`src/rtl/bram_nread_init.sv`:
```
// Multi-read-port RAM that sweeps INIT_VALUE into every word after reset
// before accepting user writes and reads (write-first on address collision).
module bram_nread_init #(
  parameter int ADDR_WIDTH = 4,
  parameter int DATA_WIDTH = 8,
  parameter int NUM_RD = 3,
  parameter logic [DATA_WIDTH-1:0] INIT_VALUE = '0
) (
  input  logic                         CLK,
  input  logic                         RST_N,
  input  logic [ADDR_WIDTH-1:0]        WR_ADDR,
  input  logic [DATA_WIDTH-1:0]        D_IN,
  input  logic                         WE,
  input  logic [NUM_RD*ADDR_WIDTH-1:0] RD_ADDR,
  input  logic [NUM_RD-1:0]            RE,
  output logic [NUM_RD*DATA_WIDTH-1:0] D_OUT,
  output logic [NUM_RD-1:0]            RD_RDY,
  output logic                         INIT_DONE
);

  localparam int DEPTH = 1 << ADDR_WIDTH;

  typedef enum logic {ST_INIT, ST_READY} state_t;

  state_t                  state, state_nxt;
  logic [ADDR_WIDTH-1:0]   cnt, cnt_nxt;
  logic                    arr_we;
  logic [ADDR_WIDTH-1:0]   arr_waddr;
  logic [DATA_WIDTH-1:0]   arr_wdata;
  logic [DATA_WIDTH-1:0]   mem [DEPTH];

  always_ff @(posedge CLK) begin
    if (!RST_N) begin
      state <= ST_INIT;
      cnt   <= '0;
    end else begin
      state <= state_nxt;
      cnt   <= cnt_nxt;
    end
  end

  always_comb begin
    state_nxt = state;
    cnt_nxt   = cnt;
    arr_we    = 1'b0;
    arr_waddr = WR_ADDR;
    arr_wdata = D_IN;
    case (state)
      ST_INIT: begin
        arr_we    = 1'b1;
        arr_waddr = cnt;
        arr_wdata = INIT_VALUE;
        cnt_nxt   = cnt + ADDR_WIDTH'(1);
        if (cnt == {ADDR_WIDTH{1'b1}})
          state_nxt = ST_READY;
      end
      ST_READY: begin
        arr_we = WE;
      end
      default: state_nxt = ST_INIT;
    endcase
  end

  assign INIT_DONE = (state == ST_READY);

  // Storage has no reset; only the sweep gives it defined contents.
  always_ff @(posedge CLK) begin
    if (RST_N && arr_we)
      mem[arr_waddr] <= arr_wdata;
  end

  // Read stage: one registered result per port, user write bypassed on collision.
  always_ff @(posedge CLK) begin
    if (!RST_N) begin
      D_OUT  <= '0;
      RD_RDY <= '0;
    end else begin
      for (int k = 0; k < NUM_RD; k++) begin
        RD_RDY[k] <= (state == ST_READY) && RE[k];
        if ((state == ST_READY) && RE[k]) begin
          if (WE && (RD_ADDR[k*ADDR_WIDTH +: ADDR_WIDTH] == WR_ADDR))
            D_OUT[k*DATA_WIDTH +: DATA_WIDTH] <= D_IN;
          else
            D_OUT[k*DATA_WIDTH +: DATA_WIDTH] <= mem[RD_ADDR[k*ADDR_WIDTH +: ADDR_WIDTH]];
        end
      end
    end
  end

endmodule

```
`config.mk`:
```
export PLATFORM = sky130hd
export DESIGN_NAME = bram_nread_init
export DESIGN_NICKNAME = d
export VERILOG_FILES = /design/src/rtl/bram_nread_init.sv
export SDC_FILE = /design/constraint.sdc
export NUM_CORES = 1
export LEC_CHECK = 0
export BUFFER_PORTS_ARGS = -buffer_cell sky130_fd_sc_hd__buf_4
export CAP_MARGIN = 25
export CELL_PAD_IN_SITES_DETAIL_PLACEMENT = 0
export CELL_PAD_IN_SITES_GLOBAL_PLACEMENT = 2
export CORE_MARGIN = 3
export CORE_UTILIZATION = 35
export CTS_CLUSTER_DIAMETER = 100
export DETAILED_ROUTE_END_ITERATION = 12
export HOLD_SLACK_MARGIN = 0.06
export PLACE_DENSITY_LB_ADDON = 0.15
export SLEW_MARGIN = 30
export SYNTH_ARGS = -nofsm -noshare
export SYNTH_HDL_FRONTEND = slang
export SYNTH_SLANG_ARGS = --single-unit
```
`constraint.sdc`:
```
create_clock -name CLK -period 5.4 [get_ports CLK]
set_clock_uncertainty 0.15 [all_clocks]
set_input_delay 1.08 -clock CLK [delete_from_list [all_inputs] [get_ports CLK]]
set_output_delay 1.08 -clock CLK [all_outputs]
set_load 0.02 [all_outputs]
```
==> flow_summary.ini, run 1 <==
[timing]
final-setup-viol-count = 0
fin_setup_tns_ns = 0
fin_crit_ns = 2.993
fmax_ghz = 0.3341
hold_ws_ns = 0.3461
hold_violations = 0
period_share_pct = 55.42
slew-limit-headroom_pct = 30.57
worst_pin_slew_ns = 1.037
drv_slew = 0
rsz0062_at_grt = no

[min_path]
hold_class = reg -> reg
worstHoldStart = D_OUT[16]

[worst_setup_path]
cp.arrival_ns = 3.16
worst_r2r_endpoint = mem[7][7]
slowest_stage = mux4_2
r2r_setup_slack_ns = 2.60
crit_path_max_fanout = 33
worst_r2r_path_depth = 4
critical_path_class = in -> reg
cpPeakStageDelay_ns = 0.59
r2r_start = INIT_DONE
startpoint = RD_ADDR[0]
cp-endpoint = D_OUT[3]
worstPathRequired_ns = 5.56
path_cells = buf_4, mux4_2, a22oi_1, nand2_1, a221o_1
cp-start-kind = input pin
crit_path_end_kind = flip-flop

[clocking]
htreeDepth = 4
clock_path_buffers = 2
cts_root_buffer = clkbuf_16
postCtsResizedCells = 0
cts_inserted_buffers = 17
ctsHoldBuffers = 0
postCtsSetupBuffers = 0
clock_latency_ns = 0.42
cts_sinks = 160
clk_pin_slew_ns = 0.06
cts_tree = built

[route]
ant_nets = 0
drtIter0Drc = 528
wl_per_cell_um = 29.72
via_count = 5339
via_per_inst = 5.985
route.detailed.drc = 0
drt-total-wl_um = 26510
first_pass_iters = 5

[power]
power_density_nw_per_um2 = 291.8
seq_power_share_pct = 47.4
p_leak_nw = 3.402
p_int_mw = 2.152
swShare_pct = 23.74
clockPowerShare_pct = 42.6
power.switching_mw = 0.6702
p_comb_share_pct = 10.0
peakVddDrop_v = 0.0001690

[floorplan]
die_area_um2 = 25870
start_util_pct = 35.65
dieWidth_um = 160.9
die_y_um = 160.9
io_pins = 58
num_rows = 56
fp.coreArea_um2 = 23540

[logic_synthesis]
yosys_warnings = 0
synth_top_family_by_area = multiplexers
yosysSeqAreaShare_pct = 53.43
yosysTopAreaCellShare_pct = 45.80
synthTopCellsByArea = edfxtp_1 (46%), mux4_2 (26%), dfxtp_1 (7.6%), a22oi_1 (4.3%), a221o_1 (2.9%)
synth.mux.area_fraction_pct = 26.68
synth_xor_area_share_pct = 1.461
synth.most_common_cell = edfxtp_1
syn_inst = 525
syn_area_um2 = 8393
ys_types = 33
synth_common_cells = edfxtp_1 (128), mux4_2 (96), a22oi_1 (48), dfxtp_1 (32), nand2_1 (27)
synth_top_area_cell = edfxtp_1
synthFlopType = edfxtp_1
synth_nets = 556
synth-simple-area-share_pct = 7.603
synthAdderAreaFrac_pct = 0.1491
synth-edff-count = 128
synthArstFlopShare_pct = 0
synth-seq-cells = 160
syn_avg_cell_area_um2 = 15.99
synth-compound-area-share_pct = 8.304

[final_layout]
antenna_cells = 0
syn_to_final_growth_pct = 15.25
nets = 591
multiInputGateArea_um2 = 3750
final_area_um2 = 9673
drive_gt1_share_pct = 36.30
final_cells = 892
seqCellArea_um2 = 4484
num-fill-cells = 2133

[place]
gp_congestion = 0.8522
io_buffer_count = 57
dp_hpwl_um = 17940
dpl_cell_area_um2 = 9076
place_inst = 860

[run_status]
outcome = completed

[run]
drv_cap = 0

[grt]
grt_pass1_vias = 5471
track_usage_pct = 20.84
grt_pass1_wl_um = 38820
grt_max_degree = 44
grt_overflow = 0
antenna_found_initial = 0
routing by layer:
metal	up-vias	share of wire (%)	global-route usage (%)
met1	2781	43	29.26
li1	2287	-	-
met4	0	3.6	8.369
met5	-	0	0
met3	46	6.5	4.849
met2	225	46	31.46
how the worst min path moves through the flow:
stage                     depth (start not counted)  slack (ns)         to
after global routing                              1        0.36   D_OUT[7]
after CTS                                         1        0.35   D_OUT[6]
after floorplan                                   2        0.38  INIT_DONE
after global placement                            1        0.32  D_OUT[18]
final                                             1        0.35  D_OUT[16]
after detailed placement                          1        0.33   D_OUT[6]
state kept, by name, summed over array words and instances (netlist names):
signal,flops
INIT_DONE,1
RD_RDY,3
mem,128
cnt,4
D_OUT,24
kinds of logic after synthesis:
logic type	Yosys count
flops	160
simple gates	116
mux	100
compound gates	86
buf+inv	48
xor+xnor	14
fa+ha+maj	1
area by class of cell:
| class | instances | area share (%) |
|---|---|---|
| clock inverter | 7 | 0.7373 |
| clock buffer | 25 | 5.277 |
| sequential | 160 | 46.36 |
| tap | 319 | 4.126 |
| timing repair buffer | 58 | 4.501 |
| inverter | 6 | 0.2328 |
| multi-input combinational | 317 | 38.77 |
through the flow:
step | power (mW) | setup slack, ns | utilization, %
after floorplan | 1.544 | 2.432 | -
after detailed placement | 1.647 | 1.908 | 38.55
after global placement | 1.644 | 1.882 | 38.45
after CTS | 2.841 | 2.359 | 41.02
final | 2.823 | 2.407 | 41.09
after global routing | 2.919 | 2.275 | 41.09
power groups by stage:
| stage | clock, mW | sequential [mW] | combinational [mW] |
|---|---|---|---|
| floorplan | 0 | 1.36 | 0.182 |
| global placement | 0 | 1.36 | 0.280 |
| detailed placement | 0 | 1.37 | 0.282 |
| CTS | 1.22 | 1.34 | 0.282 |
| global route | 1.28 | 1.34 | 0.298 |
| finish | 1.20 | 1.34 | 0.281 |
critical path: cells and delay by family:
| kind | cells | cell delay [ns] |
|---|---|---|
| AOI/OAI and AO/OA | 2 | 0.75 |
| buffers and inverters | 1 | 0.56 |
| muxes | 1 | 0.59 |
| and+or+nand+nor | 1 | 0.15 |
cells in the final DEF (no fill, tap or decap), types with 14 or more instances in the layout:
cell type / n
buf_4: 58
clkbuf_16: 18
and2_1: 14
a22oi_1: 48
a221o_1: 24
mux4_2: 96
nand2_1: 27
edfxtp_1: 128
dfxtp_1: 32
and3_1: 25
Note: power is estimated with default switching activity, not from simulation.
==> run 2, diff against run 1 <==
Clock period 5.4 ns to 2.7 ns, I/O delays scaled along.
==> run 2 against run 1 <==
Count of clock-buffer cells in the layout decreased by 8. Setup slack got worse by 2.2 ns. Combinational power is 130% higher. Flip-flop and latch count is the same. Final area up 6.9%. Critical path depth unchanged.
==> flow_summary.ini, run 2 (same netlist as run 1, synthesis figures left out) <==
[worst_setup_path]
cpPeakStageDelay_ns = 0.62
cp-start-kind = flip-flop
cp.arrival_ns = 2.70
cpLargestDelayFamily = compound AO/OA/AOI/OAI gates
worst-path-buf-inv = 0
worstPathRequired_ns = 2.92
crit_path_max_fanout = 8
slowest_stage = a31oi_1
crit_path_end_kind = flip-flop
critical_path_class = reg -> reg
path_cells = mux2i_4, xnor2_1, nor4_2, a31oi_1, a221o_1

[route]
drt-total-wl_um = 26760
wl_per_cell_um = 27.85
ant_nets = 0
via_per_inst = 5.901
route.detailed.drc = 0
via_count = 5671
drtIter0Drc = 505
first_pass_iters = 5

[timing]
period_share_pct = 91.69
hold_ws_ns = 0.2341
fin_setup_tns_ns = 0
fmax_ghz = 0.4039
worst_pin_slew_ns = 0.7922
slew-limit-headroom_pct = 46.94
final-setup-viol-count = 0
rsz0062_at_grt = no
hold_violations = 0
drv_slew = 0
fin_crit_ns = 2.476

[place]
io_buffer_count = 57
dp_hpwl_um = 19500
dpl_cell_area_um2 = 9682
gp_congestion = 0.8922

[clocking]
cts_root_buffer = clkbuf_16
clk_pin_slew_ns = 0.07
cts_inserted_buffers = 17
cts_sinks = 160
cts_tree = built
ctsHoldBuffers = 0
htreeDepth = 4
clock_path_buffers = 2
postCtsSetupBuffers = 0
clock_latency_ns = 0.42

[power]
p_leak_nw = 3.804
power_density_nw_per_um2 = 580.4
p_total_mw = 6.003
peakVddDrop_v = 0.0003805

[final_layout]
antenna_cells = 0
largest_reg_flops = 128
nets = 660
layout_common_cells = edfxtp_1 (128), buf_4 (118), mux4_2 (96), a22oi_1 (48), dfxtp_1 (32)
multiInputGateArea_um2 = 3719
layout_commonest_cell = edfxtp_1
seqCellArea_um2 = 4484
syn_to_final_growth_pct = 23.23
regMostFlops = mem
drive_gt1_share_pct = 41.12
num-fill-cells = 2119
final_area_um2 = 10340
top_regs = mem (128), D_OUT (24), cnt (4)

[floorplan]
start_util_pct = 35.65
die_y_um = 160.9
io_pins = 58
die_area_um2 = 25870
dieWidth_um = 160.9
fp.coreArea_um2 = 23540
num_rows = 56

[min_path]
hold_class = in -> reg

[grt]
track_usage_pct = 21.22
grt_overflow = 0
antenna_found_initial = 0
grt_max_degree = 27
grt_pass1_wl_um = 39620
grt_pass1_vias = 5835

[run_status]
outcome = completed

[run]
drv_cap = 0
[run 2: cell types whose count changed in the layout (fill, tap and decap cells not counted), sizes merged]
cell and change:
buf +69, clkbuf -8, bufinv +3, clkinvlp +2
inv +2, clkinv +1
[run 2: per-stage QoR]
stage	util, %	instances	worst slack [ns]
2_1_floorplan	-	525	0.2369
3_3_place_gp	41.12	929	0.1134
3_5_place_dp	41.12	929	0.1191
4_1_cts	43.89	961	0.1242
5_1_grt	43.93	961	0.02373
6_report	43.93	961	0.2243
[run 2: final cells by class]
class                      count  area share, %
clock inverter                15          2.190
tap                          319          3.859
clock buffer                  17          4.113
timing repair buffer         127          10.31
multi-input combinational    317          35.95
inverter                       6         0.2178
sequential                   160          43.36
[run 2: final timing paths]
kind / from / endpoint / slack [ns] / cells after the start
setup / recovery: INIT_DONE / D_OUT[0] / 0.22 / 5
hold / removal: RE[1] / RD_RDY[1] / 0.23 / 3
setup reg to reg: INIT_DONE / D_OUT[0] / 0.22 / 5
hold reg to reg: D_OUT[0] / D_OUT[0] / 0.35 / 1
[run 2: layer usage]
| metal | GRT usage [%] | share of wire (%) | vias up |
|---|---|---|---|
| met1 | 29.11 | 44 | 2987 |
| met4 | 8.917 | 3.9 | 0 |
| met2 | 33.83 | 47 | 217 |
| met5 | 0 | 0 | - |
| met3 | 3.405 | 5.1 | 42 |
| li1 | - | - | 2425 |
[run 2: what timing repair did]
action | 4_1_cts | 5_1_grt
resized for setup | 0 | 1
endpoints found under the hold margin | 0 | 0
endpoints found under the setup margin | 0 | 1
[run 2: worst reg2reg max path, stage by stage, from the launching register on]
cell	delay [ns]
dfxtp_1	0.60
mux2i_4	0.45
xnor2_1	0.23
nor4_2	0.08
a31oi_1	0.62
a221o_1	0.28
[run 2: report_power, final]
part | switching, mW | total, mW | internal (mW)
clock network | 1.10 | 2.68 | 1.59
registers | 0.0210 | 2.68 | 2.66
logic | 0.345 | 0.644 | 0.299
total | 1.46 | 6.00 | 4.54
==> run 3, diff against run 2 <==
Clock period 2.7 ns to 3.05 ns, I/O delays scaled along.
==> run 3 against run 2 <==
Final cell count fell by 3.0%. Total power decreased by 18%. Sequential share of layout area is 1.7 points higher. Largest cell class unchanged. Final area is 3.7% lower.
==> flow_summary.ini, run 3 (same netlist as run 1, synthesis figures left out) <==
[run_status]
outcome = completed

[route]
drt-total-wl_um = 26430
via_count = 5535
drtIter0Drc = 533
via_per_inst = 5.939
ant_nets = 0
wl_per_cell_um = 28.36
route.detailed.drc = 0
first_pass_iters = 5

[worst_setup_path]
critical_path_class = reg -> reg
cpPeakStageDelay_ns = 0.58
cp-start-kind = flip-flop
cp.arrival_ns = 2.72
crit_path_end_kind = flip-flop
worst-path-buf-inv = 2
worst_r2r_path_depth = 6
worst_r2r_endpoint = mem[9][6]
crit_path_max_fanout = 32
worstPathRequired_ns = 3.03
cpLargestDelayFamily = simple AND/OR/NAND/NOR gates
slowest_stage = dfxtp_1
cpMostUsedCell = buf_4
path_cells = buf_4, nand2_1, o22ai_1, nand3b_1, nor2_1, buf_4
r2r_setup_slack_ns = 0.31
r2r_start = INIT_DONE

[floorplan]
die_y_um = 160.9
start_util_pct = 35.65
dieWidth_um = 160.9
num_rows = 56
io_pins = 58
die_area_um2 = 25870
fp.coreArea_um2 = 23540

[final_layout]
antenna_cells = 0
syn_to_final_growth_pct = 18.62
final_cells = 932
largest_reg_flops = 128
nets = 631
layout_commonest_cell = edfxtp_1
regMostFlops = mem
final_area_um2 = 9956
layout_common_cells = edfxtp_1 (128), mux4_2 (96), buf_4 (94), a22oi_1 (48), dfxtp_1 (32)
num-fill-cells = 2141
drive_gt1_share_pct = 38.50
top_regs = mem (128), D_OUT (24), cnt (4)
fin_util_pct = 42.29

[clocking]
cts_tree = built
postCtsResizedCells = 0
cts_inserted_buffers = 17
clock_path_buffers = 2
cts_root_buffer = clkbuf_16
clock_latency_ns = 0.43
cts_sinks = 160
ctsHoldBuffers = 0
htreeDepth = 4
postCtsSetupBuffers = 0
clk_pin_slew_ns = 0.07

[timing]
rsz0062_at_grt = no
drv_slew = 0
worst_pin_slew_ns = 0.8833
hold_violations = 0
fin_setup_tns_ns = 0
final-setup-viol-count = 0
period_share_pct = 89.87
slew-limit-headroom_pct = 40.63
setup_ws_ns = 0.3091
fmax_ghz = 0.3648
fin_crit_ns = 2.741

[grt]
grt_pass1_vias = 5582
grt_pass1_wl_um = 39040
track_usage_pct = 20.98
grt_overflow = 0
grt_max_degree = 44
antenna_found_initial = 0

[power]
power_density_nw_per_um2 = 492.9
peakVddDrop_v = 0.0003481
p_leak_nw = 3.595

[place]
dp_hpwl_um = 18470
gp_congestion = 0.8108
io_buffer_count = 57
dpl_cell_area_um2 = 9405
place_inst = 900
pre_cts_ws_ns = 0.3089

[min_path]
worstHoldStart = RE[0]
min_to = RD_RDY[0]
hold_depth = 3
hold_class = in -> reg

[run]
drv_cap = 0
## run 3: through the flow
stage	hold WS, ns	power, mW
5_1_grt	0.3187	5.090
3_3_place_gp	0.3244	2.943
3_5_place_dp	0.3253	2.947
2_1_floorplan	0.3753	2.734
6_report	0.3010	4.907
4_1_cts	0.2859	4.946
## run 3: worst max-delay path by stage
stage | start | endpoint | slack, ns | cells after the start
3_3_place_gp | RST_N | D_OUT[23] | 0.23 | 3
3_5_place_dp | RD_ADDR[8] | D_OUT[19] | 0.31 | 6
2_1_floorplan | RD_ADDR[0] | D_OUT[0] | 0.55 | 6
6_report | INIT_DONE | mem[9][6] | 0.31 | 6
5_1_grt | INIT_DONE | mem[9][6] | 0.13 | 6
4_1_cts | INIT_DONE | mem[9][3] | 0.28 | 6
## run 3: power by group
part | switching (mW) | internal (mW) | total, mW
logic | 0.297 | 0.233 | 0.531
clock network | 0.944 | 1.06 | 2.01
registers | 0.0181 | 2.35 | 2.37
## run 3: area by class of cell
type | count | area (um2) | share of cell area [%]
Multi-Input combinational cell | 317 | 3714 | 37.30
Inverter | 6 | 22.52 | 0.2262
Clock buffer | 17 | 425.4 | 4.273
Clock inverter | 15 | 125.1 | 1.257
Timing Repair Buffer | 98 | 785.8 | 7.892
Tap cell | 319 | 399.1 | 4.009
Sequential cell | 160 | 4484 | 45.04
## run 3: metal layers
layer  track usage, %  share of wire (%)
met1            28.96                 43
met2            33.76                 48
met3            4.591                6.4
met4            5.905                2.2
met5                0                  0
## run 3: worst min-delay path, cell delays in order
cell     delay (ns)
buf_4          0.09
nand3_1        0.09
inv_1          0.05
